$ cat config.mk
export PLATFORM = sky130hd
export DESIGN_NAME = wave_xfade_mux
export DESIGN_NICKNAME = d
export VERILOG_FILES = /design/src/rtl/synth_pkg.sv /design/src/rtl/xfade_mac.sv /design/src/rtl/wave_xfade_mux.sv
export SDC_FILE = /design/constraint.sdc
export NUM_CORES = 1
export LEC_CHECK = 0
export CAP_MARGIN = 30
export CELL_PAD_IN_SITES_DETAIL_PLACEMENT = 1
export CELL_PAD_IN_SITES_GLOBAL_PLACEMENT = 2
export CORE_AREA = 2 2 168 170
export CTS_BUF_LIST = sky130_fd_sc_hd__clkbuf_8 sky130_fd_sc_hd__clkbuf_16
export DETAILED_ROUTE_END_ITERATION = 10
export DIE_AREA = 0 0 170 172
export PLACE_DENSITY = 0.95
export SKIP_CTS_REPAIR_TIMING = 1
export SYNTH_ARGS = -nofsm -noshare
export SYNTH_HDL_FRONTEND = slang
export SYNTH_HIERARCHICAL = 1
export SYNTH_SLANG_ARGS = --single-unit
$ cat constraint.sdc
create_clock -name i_clk -period 13.35 [get_ports i_clk]
set_input_delay 2.67 -clock i_clk [delete_from_list [all_inputs] [get_ports i_clk]]
set_output_delay 2.67 -clock i_clk [all_outputs]
set_load 0.02 [all_outputs]
$ cat src/rtl/synth_pkg.sv
// Shared constants and types for the voice synthesis datapath.
//   SAMPLE_W        default oscillator sample width
//   WAVE_*          channel index of each oscillator on the wave bus
//   N_WAVES_DEFAULT default number of wave channels
//   xfade_state_t   state encoding of the waveform crossfade selector
package synth_pkg;

    localparam int SAMPLE_W        = 16;

    localparam int WAVE_NOISE      = 0;
    localparam int WAVE_TRI        = 1;
    localparam int WAVE_SAW        = 2;
    localparam int WAVE_SQUARE     = 3;
    localparam int WAVE_SINE       = 4;

    localparam int N_WAVES_DEFAULT = 5;

    typedef enum logic {
        ST_IDLE = 1'b0,
        ST_FADE = 1'b1
    } xfade_state_t;

endpackage

$ cat src/rtl/xfade_mac.sv
// Combinational two-input weighted mix.
//   i_a   old wave sample (signed), weight 2**FADE_LOG2 - i_k
//   i_b   new wave sample (signed), weight i_k
//   i_k   crossfade position, 0 .. 2**FADE_LOG2
//   o_mix (i_a*(2**F - i_k) + i_b*i_k) >>> F, truncated toward -inf
module xfade_mac
    import synth_pkg::*;
#(
    parameter int DATA_W    = SAMPLE_W,
    parameter int FADE_LOG2 = 6
) (
    input  logic signed [DATA_W-1:0] i_a,
    input  logic signed [DATA_W-1:0] i_b,
    input  logic        [FADE_LOG2:0] i_k,
    output logic signed [DATA_W-1:0] o_mix
);

    localparam int PROD_W = DATA_W + FADE_LOG2 + 1;
    localparam int SUM_W  = PROD_W + 1;
    localparam int WPAD   = PROD_W - FADE_LOG2 - 1;

    // Weights sum to 2**F, so the shifted result always fits DATA_W and the
    // final narrowing never wraps.
    function automatic logic signed [DATA_W-1:0] mix_fn(
        input logic signed [DATA_W-1:0]  a,
        input logic signed [DATA_W-1:0]  b,
        input logic        [FADE_LOG2:0] k
    );
        logic        [FADE_LOG2:0] wa;
        logic signed [PROD_W-1:0]  pa;
        logic signed [PROD_W-1:0]  pb;
        logic signed [SUM_W-1:0]   sum;
        wa  = (FADE_LOG2+1)'(1 << FADE_LOG2) - k;
        pa  = $signed({{(FADE_LOG2+1){a[DATA_W-1]}}, a}) * $signed({{WPAD{1'b0}}, wa});
        pb  = $signed({{(FADE_LOG2+1){b[DATA_W-1]}}, b}) * $signed({{WPAD{1'b0}}, k});
        sum = $signed({pa[PROD_W-1], pa}) + $signed({pb[PROD_W-1], pb});
        return DATA_W'(sum >>> FADE_LOG2);
    endfunction

    assign o_mix = mix_fn(i_a, i_b, i_k);

endmodule

$ cat src/rtl/wave_xfade_mux.sv
// Waveform selector with click-free switching between oscillator streams.
//   i_clk        system clock
//   i_rst        asynchronous active-high reset
//   i_sample_en  one-cycle sample tick; all state updates happen on ticks
//   i_sel        requested wave index (values >= N_WAVES clamp to N_WAVES-1)
//   i_waves      flat bus, channel c = i_waves[c*DATA_W +: DATA_W]
//   o_data       mixed output sample, registered one clock after the tick
//   o_valid      one-cycle pulse when o_data updates
//   o_busy       crossfade running or a new selection waiting to start
module wave_xfade_mux
    import synth_pkg::*;
#(
    parameter int DATA_W    = SAMPLE_W,
    parameter int N_WAVES   = N_WAVES_DEFAULT,
    parameter int SEL_W     = 3,
    parameter int FADE_LOG2 = 6
) (
    input  logic                        i_clk,
    input  logic                        i_rst,
    input  logic                        i_sample_en,
    input  logic [SEL_W-1:0]            i_sel,
    input  logic [N_WAVES*DATA_W-1:0]   i_waves,
    output logic [DATA_W-1:0]           o_data,
    output logic                        o_valid,
    output logic                        o_busy
);

    localparam int KW = FADE_LOG2 + 1;

    xfade_state_t       state_q, state_d;
    logic [SEL_W-1:0]   cur_sel_q, cur_sel_d;
    logic [SEL_W-1:0]   old_sel_q, old_sel_d;
    logic [SEL_W-1:0]   pend_sel_q, pend_sel_d;
    logic [KW-1:0]      k_q, k_d;
    logic [DATA_W-1:0]  data_q, data_d;
    logic               valid_q, valid_d;
    logic               busy_q, busy_d;

    logic [SEL_W-1:0]   eff_sel;
    logic [KW-1:0]      k_inc;
    logic [SEL_W-1:0]   mix_old_sel;
    logic signed [DATA_W-1:0] mix_out;

    // Unused select codes read as silence so the wave array can be indexed
    // by any SEL_W value without range issues.
    logic signed [DATA_W-1:0] wave [2**SEL_W];

    for (genvar c = 0; c < 2**SEL_W; c++) begin : g_wave
        if (c < N_WAVES) begin : g_live
            assign wave[c] = i_waves[c*DATA_W +: DATA_W];
        end else begin : g_zero
            assign wave[c] = '0;
        end
    end

    always_comb begin
        if ({1'b0, i_sel} >= (SEL_W+1)'(N_WAVES)) begin
            eff_sel = SEL_W'(N_WAVES - 1);
        end else begin
            eff_sel = i_sel;
        end
    end

    assign k_inc = k_q + KW'(1);

    always_comb begin
        state_d    = state_q;
        cur_sel_d  = cur_sel_q;
        old_sel_d  = old_sel_q;
        pend_sel_d = pend_sel_q;
        k_d        = k_q;
        valid_d    = 1'b0;
        if (i_sample_en) begin
            valid_d    = 1'b1;
            // During a fade the request only parks here; it is acted on
            // from IDLE on a later tick.
            pend_sel_d = eff_sel;
            case (state_q)
                ST_IDLE: begin
                    if (eff_sel != cur_sel_q) begin
                        old_sel_d = cur_sel_q;
                        cur_sel_d = eff_sel;
                        k_d       = KW'(1);
                        state_d   = ST_FADE;
                    end
                end
                ST_FADE: begin
                    if (k_inc == KW'(1 << FADE_LOG2)) begin
                        k_d     = '0;
                        state_d = ST_IDLE;
                    end else begin
                        k_d = k_inc;
                    end
                end
                default: state_d = ST_IDLE;
            endcase
        end
        busy_d = (state_d == ST_FADE) || (pend_sel_d != cur_sel_d);
    end

    // k_d == 0 covers both steady IDLE and the fade's final tick: mixing the
    // current wave with itself yields the pure current sample.
    assign mix_old_sel = (k_d == '0) ? cur_sel_d : old_sel_d;

    xfade_mac #(
        .DATA_W    (DATA_W),
        .FADE_LOG2 (FADE_LOG2)
    ) u_mac (
        .i_a   (wave[mix_old_sel]),
        .i_b   (wave[cur_sel_d]),
        .i_k   (k_d),
        .o_mix (mix_out)
    );

    assign data_d = i_sample_en ? mix_out : data_q;

    always_ff @(posedge i_clk or posedge i_rst) begin
        if (i_rst) begin
            state_q    <= ST_IDLE;
            cur_sel_q  <= '0;
            old_sel_q  <= '0;
            pend_sel_q <= '0;
            k_q        <= '0;
            data_q     <= '0;
            valid_q    <= 1'b0;
            busy_q     <= 1'b0;
        end else begin
            state_q    <= state_d;
            cur_sel_q  <= cur_sel_d;
            old_sel_q  <= old_sel_d;
            pend_sel_q <= pend_sel_d;
            k_q        <= k_d;
            data_q     <= data_d;
            valid_q    <= valid_d;
            busy_q     <= busy_d;
        end
    end

    assign o_data  = data_q;
    assign o_valid = valid_q;
    assign o_busy  = busy_q;

endmodule
# --- Yosys cells after proc, flatten, opt, wreduce, memory -nomap -nowiden ---
# Index checks and enable logic that the tools add are counted.
totals:
  ram_bits: 0
  rom_bits: 0
  latch_bits: 0
  register_bits: 35
  memories: 0
  output_inout_bits: 18
op_classes:
  n_addsub: 3
  n_mul: 2
  n_bitwise: 3
  div: 0
  order_cmp: 3
  n_shift: 0
  n_mux: 24
  n_reduce_logical: 2
  n_eq_ne: 3
op_table:
  columns: ["operator", "n"]
  rows:
  - ["binary-select mux 16 bit (select 3 bit)", 2]
  - ["two-way mux 16 bit", 4]
  - ["multiplier 16 x 8 -> 22 bit", 2]
  - ["two-way mux 3 bit", 9]
  - ["adder 22 bit", 1]
  - ["two-way mux 7 bit", 3]
  - ["case mux 7 bit (2 select lines)", 1]
  - ["greater-or-equal comparator 4 bit, second input constant", 2]
  - ["inverter 3 -> 4 bit", 2]
  - ["adder 7 x 1 -> 7 bit, second input constant", 1]
  - ["equality test 7 bit, second input constant", 1]
  - ["logical NOT 7 bit", 1]
  - ["subtractor 7 bit, first input constant", 1]
  - ["inequality test 3 bit", 2]
  - ["two-way mux 1 bit", 4]
  - ["greater-or-equal comparator 3 bit, second input constant", 1]
  - ["case mux 1 bit (2 select lines)", 1]
  - ["logical OR 1 bit", 1]
  - ["inverter 1 bit", 1]

# --- Longest topological paths before layout ---
# Gate-level depths: netlist (run 1).
depth:
  ltp_word: 14
  ltp_mapped: 34
  depth_no_buf: 30

# --- By module ---
# Netlist (run 1), hierarchy kept.
by_module_without_submodules:
  columns: ["module", "area_per_inst_um2", "n_inst", "cells_per_inst"]
  rows:
  - ["xfade_mac", 7887.6, 1, 880]
  - ["wave_xfade_mux", 2949.1, 1, 259]

# --- Worst setup path after synthesis (run 1) ---
# Ideal clock, no wire load.
synth_timing:
  kind: "input -> register"
  from: "in i_sample_en"
  to: "reg data_q[15] (netlist: o_data[15])"
  t_arrival_ns: 9.994
  setup_slack_ns: 3.232
  setup_ns: 0.125
  stages: 33
  cell_sequence: "buf_6 > and2_0 > buf_2 > a2111oi_2 > a211oi_1 > a21oi_1 > and4b_1 > buf_6 > mux2_4 > buf_6 > buf_12 > mux2i_1 > o221ai_1 > nand2_1 > fa_1 > fa_1 > inv_1 > fa_1 > inv_1 > fa_1 > inv_1 > fa_1 > inv_1 > fa_1 > inv_1 > ha_1 > a21o_1 > a21oi_1 > o211a_1 > a21oi_2 > a21oi_1 > xnor3_1 > mux2_2"
synth_via:
  elab_chain_cells: 9
  word_cells_on_any_way: 17
  classes_between: "add/sub: 2; mul: 2; mux: 10; bitwise: 2; reduce/logical: 1"
synth_lines:
  columns: ["item", "line_no", "source"]
  rows:
  - ["start: declaration", "wave_xfade_mux.sv:20", "input logic i_sample_en,"]
  - ["two-way mux 7 bit", "wave_xfade_mux.sv:73", "if (i_sample_en) begin"]
  - ["logical NOT 7 bit", "wave_xfade_mux.sv:103", "assign mix_old_sel = (k_d == '0) ? cur_sel_d : old_sel_d;"]
  - ["two-way mux 3 bit", "wave_xfade_mux.sv:103", null]
  - ["inverter 3 -> 4 bit (not written as such)", "wave_xfade_mux.sv:109", ".i_a (wave[mix_old_sel]),"]
  - ["binary-select mux 16 bit (select 3 bit)", "wave_xfade_mux.sv:109", null]
  - ["two-way mux 16 bit (not written as such) (2 in series)", "wave_xfade_mux.sv:109", null]
  - ["multiplier 16 x 8 -> 22 bit", "xfade_mac.sv:34", "pa = $signed({{(FADE_LOG2+1){a[DATA_W-1]}}, a}) * $signed({{WPAD{1'b0}}, wa});"]
  - ["adder 22 bit *", "xfade_mac.sv:36", "sum = $signed({pa[PROD_W-1], pa}) + $signed({pb[PROD_W-1], pb});"]
  - ["net mix_out[15]", "wave_xfade_mux.sv:42", "logic signed [DATA_W-1:0] mix_out;"]
  - ["end signal: assignment", "wave_xfade_mux.sv:133", "data_q <= data_d;"]
  - ["end: declaration", "wave_xfade_mux.sv:35", "logic [DATA_W-1:0] data_q, data_d;"]
# The timed path passes the listed nets; every way through them passes the cells marked *. The select of a mux whose other input is x is not followed.
# A chain may end at the register's enable or synchronous reset.

# --- Worst setup path after layout (run 1) ---
layout_timing:
  from: "in i_sample_en"
  to: "reg data_q[13] (netlist: o_data[13])"
# Same word-level chain as after synthesis.

==> flow_metrics.env, run 1 <==
export IMPL_gp_congestion=0.893
export IMPL_synth_seq_cells=35
export IMPL_holdWs_ns=0.511
export IMPL_synth_xor_area_frac=0.0336
export IMPL_clock_root_buffer="clkbuf_16"
export IMPL_initial_utilization=0.394
export IMPL_yosysUniqueCellTypes=71
export IMPL_path_delay_family="adder cells"
export IMPL_synth_simple_area_share=0.157
export IMPL_ys_seq_area_frac=0.0808
export IMPL_drc=0
export IMPL_crit_path_max_fanout=32
export IMPL_maxSlewViolCount=0
export IMPL_endpoint="o_data[13]"
export IMPL_crit_path_start_kind="input port"
export IMPL_vias=8482
export IMPL_cts_buffers=5
export IMPL_worstPathRequired_ns=13.52
export IMPL_grt_first_pass_wirelength_mm=55.2
export IMPL_ys_flop_type="dfrtp_1"
export IMPL_max_slew_margin_rel=0.301
export IMPL_cts_max_level=2
export IMPL_first_iter_violations=356
export IMPL_antenna_found_initial=1
export IMPL_path_depth=26
export IMPL_setup_violations=0
export IMPL_skew_ns=0.00306
export IMPL_wl_mm=34.4
export IMPL_grt_start_max_net_pins=37
export IMPL_grtUsageTotal=0.248
export IMPL_overflow=0
export IMPL_hpwl_mm=28.3
export IMPL_timing_rr_end="o_data[13]"
export IMPL_crit_start="i_sample_en"
export IMPL_die_area_um2=29200
export IMPL_rsz0062_at_grt="no"
export IMPL_cts_clk_slew_worst_paths_ns=0.06
export IMPL_coreArea_um2=27500
export IMPL_cts_tree="done"
export IMPL_drive_above_1_share=0.0733
export IMPL_synth_edf_count=0
export IMPL_regArea_um2=876
export IMPL_hold_depth=1
export IMPL_slowest_stage="clkdlybuf4s50_1"
export IMPL_hold_viol_final=0
export IMPL_status="finished, final reports clean"
export IMPL_clk_latency_ns=0.28
export IMPL_synth_fp_nets=1492
export IMPL_fill_cells=3162
export IMPL_avgSynthCellArea_um2=9.51
export IMPL_final_cell_mix="inv_1, fa_1, and2_1, clkdlybuf4s50_1, nand2_1"
export IMPL_final_common_cell="inv_1"
export IMPL_cpPeakStageDelay_ns=0.78
export IMPL_synthMuxAreaShare=0.0908
export IMPL_finalCriticalPeriod_ns=11.95
export IMPL_syn2layout_area_growth_pct=14.5
export IMPL_dr_pass1_iters=5
export IMPL_async_reset_ff_frac=1.00
export IMPL_synthCells=1139
export IMPL_hold_path_class="reg2reg"
export IMPL_critPathBufInv=2
export IMPL_drv_cap=0
export IMPL_finalSetupTns_ns=0
export IMPL_netlist_area_um2=10800
export IMPL_ys_warn_count=6
export IMPL_fp_dieH_um=172
export IMPL_rows=61
export IMPL_numPortBuffers=103
export IMPL_rr_worst_depth=26
export IMPL_rrSetupSlack_ns=4.07
export IMPL_synth_top_family_by_area="adder cells"
export IMPL_synth_compound_area_frac=0.0782
export IMPL_drt_antenna_violating_nets=0
export IMPL_die_w_um=170
export IMPL_wl_per_cell_um=21.8
export IMPL_rr_startpoint="k_q[1]"
export IMPL_cts_path_max_buffers=2
export IMPL_max_clock_freq_mhz=83.7
export IMPL_routed_via_density=5.39
export IMPL_cpMostUsedCell="fa_1"
export IMPL_finalCritPeriodShare=0.895
export IMPL_final_nets=1580
export IMPL_grt_pass1_vias=9920
export IMPL_worstPathArrival_ns=12.11
export IMPL_io_pins=104
export IMPL_synthAdderAreaFrac=0.443
export IMPL_critical_path_class="in2reg"
export IMPL_endpoint_kind="flip-flop"
export IMPL_tightest_slew_ns=1.05
export IMPL_multi_input_area_um2=8730
export IMPL_clock_sinks=35
-- layout make-up --
class,instances,area share
multi-input cells,795,0.703
repair buffers,124,0.0970
inverters,266,0.0804
flip-flops and latches,35,0.0706
well taps,346,0.0349
clock buffers,5,0.0101
clock inverters,3,0.00353
diodes,1,0.000202
-- routing by layer --
metal / part of all wire / GRT usage / up-vias
met3: 0.034 / 0.0215 / 59
met5: 0.00044 / 0 / -
met2: 0.53 / 0.463 / 218
li1: - / - / 3714
met4: 0.025 / 0.0635 / 2
met1: 0.41 / 0.308 / 4489
-- Yosys cell counts, drive strengths merged, types with 3 or more instances --
cell    number  area (µm²)
a221oi       3        43.8
buf         13         143
nand4        5        31.3
a21o        11        82.6
nor2        19        73.8
a21oi       15        82.6
nand2b      23         144
nor2b       17         106
mux4        16         360
nand3        4        25.0
clkbuf      30         114
xor2        13         114
nand2       87         329
o221ai      16         140
mux2i       36         360
o21ai        8        43.8
inv        266         998
and2       136         851
fa         195        3900
o211ai       4        40.0
xnor2       26         228
mux2        23         263
nor3         6        41.3
dfrtp       35         876
o211a        3        30.0
a21boi       4        30.0
ha          72         901
o31ai        3        22.5
a211oi       5        42.5
a22o        17         149
-- logic make-up after synthesis --
group / Yosys count
compound gates: 104
fa+ha+maj: 267
flops: 35
xor+xnor: 40
simple gates: 309
buf+inv: 309
mux: 75
-- worst min-delay path by stage --
stage | startpoint | end | slack [ns]
global placement | pend_sel_q[0] | pend_sel_q[0] | 0.49
floorplan | pend_sel_q[0] | pend_sel_q[0] | 0.48
finish | pend_sel_q[2] | pend_sel_q[2] | 0.51
global route | pend_sel_q[0] | pend_sel_q[0] | 0.53
detailed placement | o_data[11] | o_data[11] | 0.50
CTS | pend_sel_q[2] | pend_sel_q[2] | 0.51
-- through the flow --
step                      cell area [µm²]  instances  setup WS (ns)  utilization
after global placement              12200       1563           1.29        0.444
after detailed placement            12200       1565           1.22        0.445
final                               12400       1575           1.40        0.452
after global routing                12400       1574           1.03        0.452
after floorplan                     10800       1139           3.23            -
after CTS                           12400       1573           1.49        0.451
-- sequential cells by signal (all words and copies together) (netlist names) --
signal and cells:
o_data 16, old_sel_q 3, o_busy 1, pend_sel_q 3, cur_sel_q 3, state_q 1
k_q 7, o_valid 1
Power of run 1 is left out: the tool's default activity adds up to more than one toggle a clock period on the data nets, which glitch-free logic cannot reach.
==> run 2: changes to the inputs <==
--- a/config.mk
+++ b/config.mk
@@ -13,6 +13,7 @@
 export DETAILED_ROUTE_END_ITERATION = 10
 export DIE_AREA = 0 0 170 172
 export PLACE_DENSITY = 0.95
+export SETUP_SLACK_MARGIN = 0.3
 export SKIP_CTS_REPAIR_TIMING = 1
 export SYNTH_ARGS = -nofsm -noshare
 export SYNTH_HDL_FRONTEND = slang
==> results of run 2 <==
Same layout as run 1: the final DEF is identical, and so are final timing and power.
Power of run 2 is left out for the same reason.
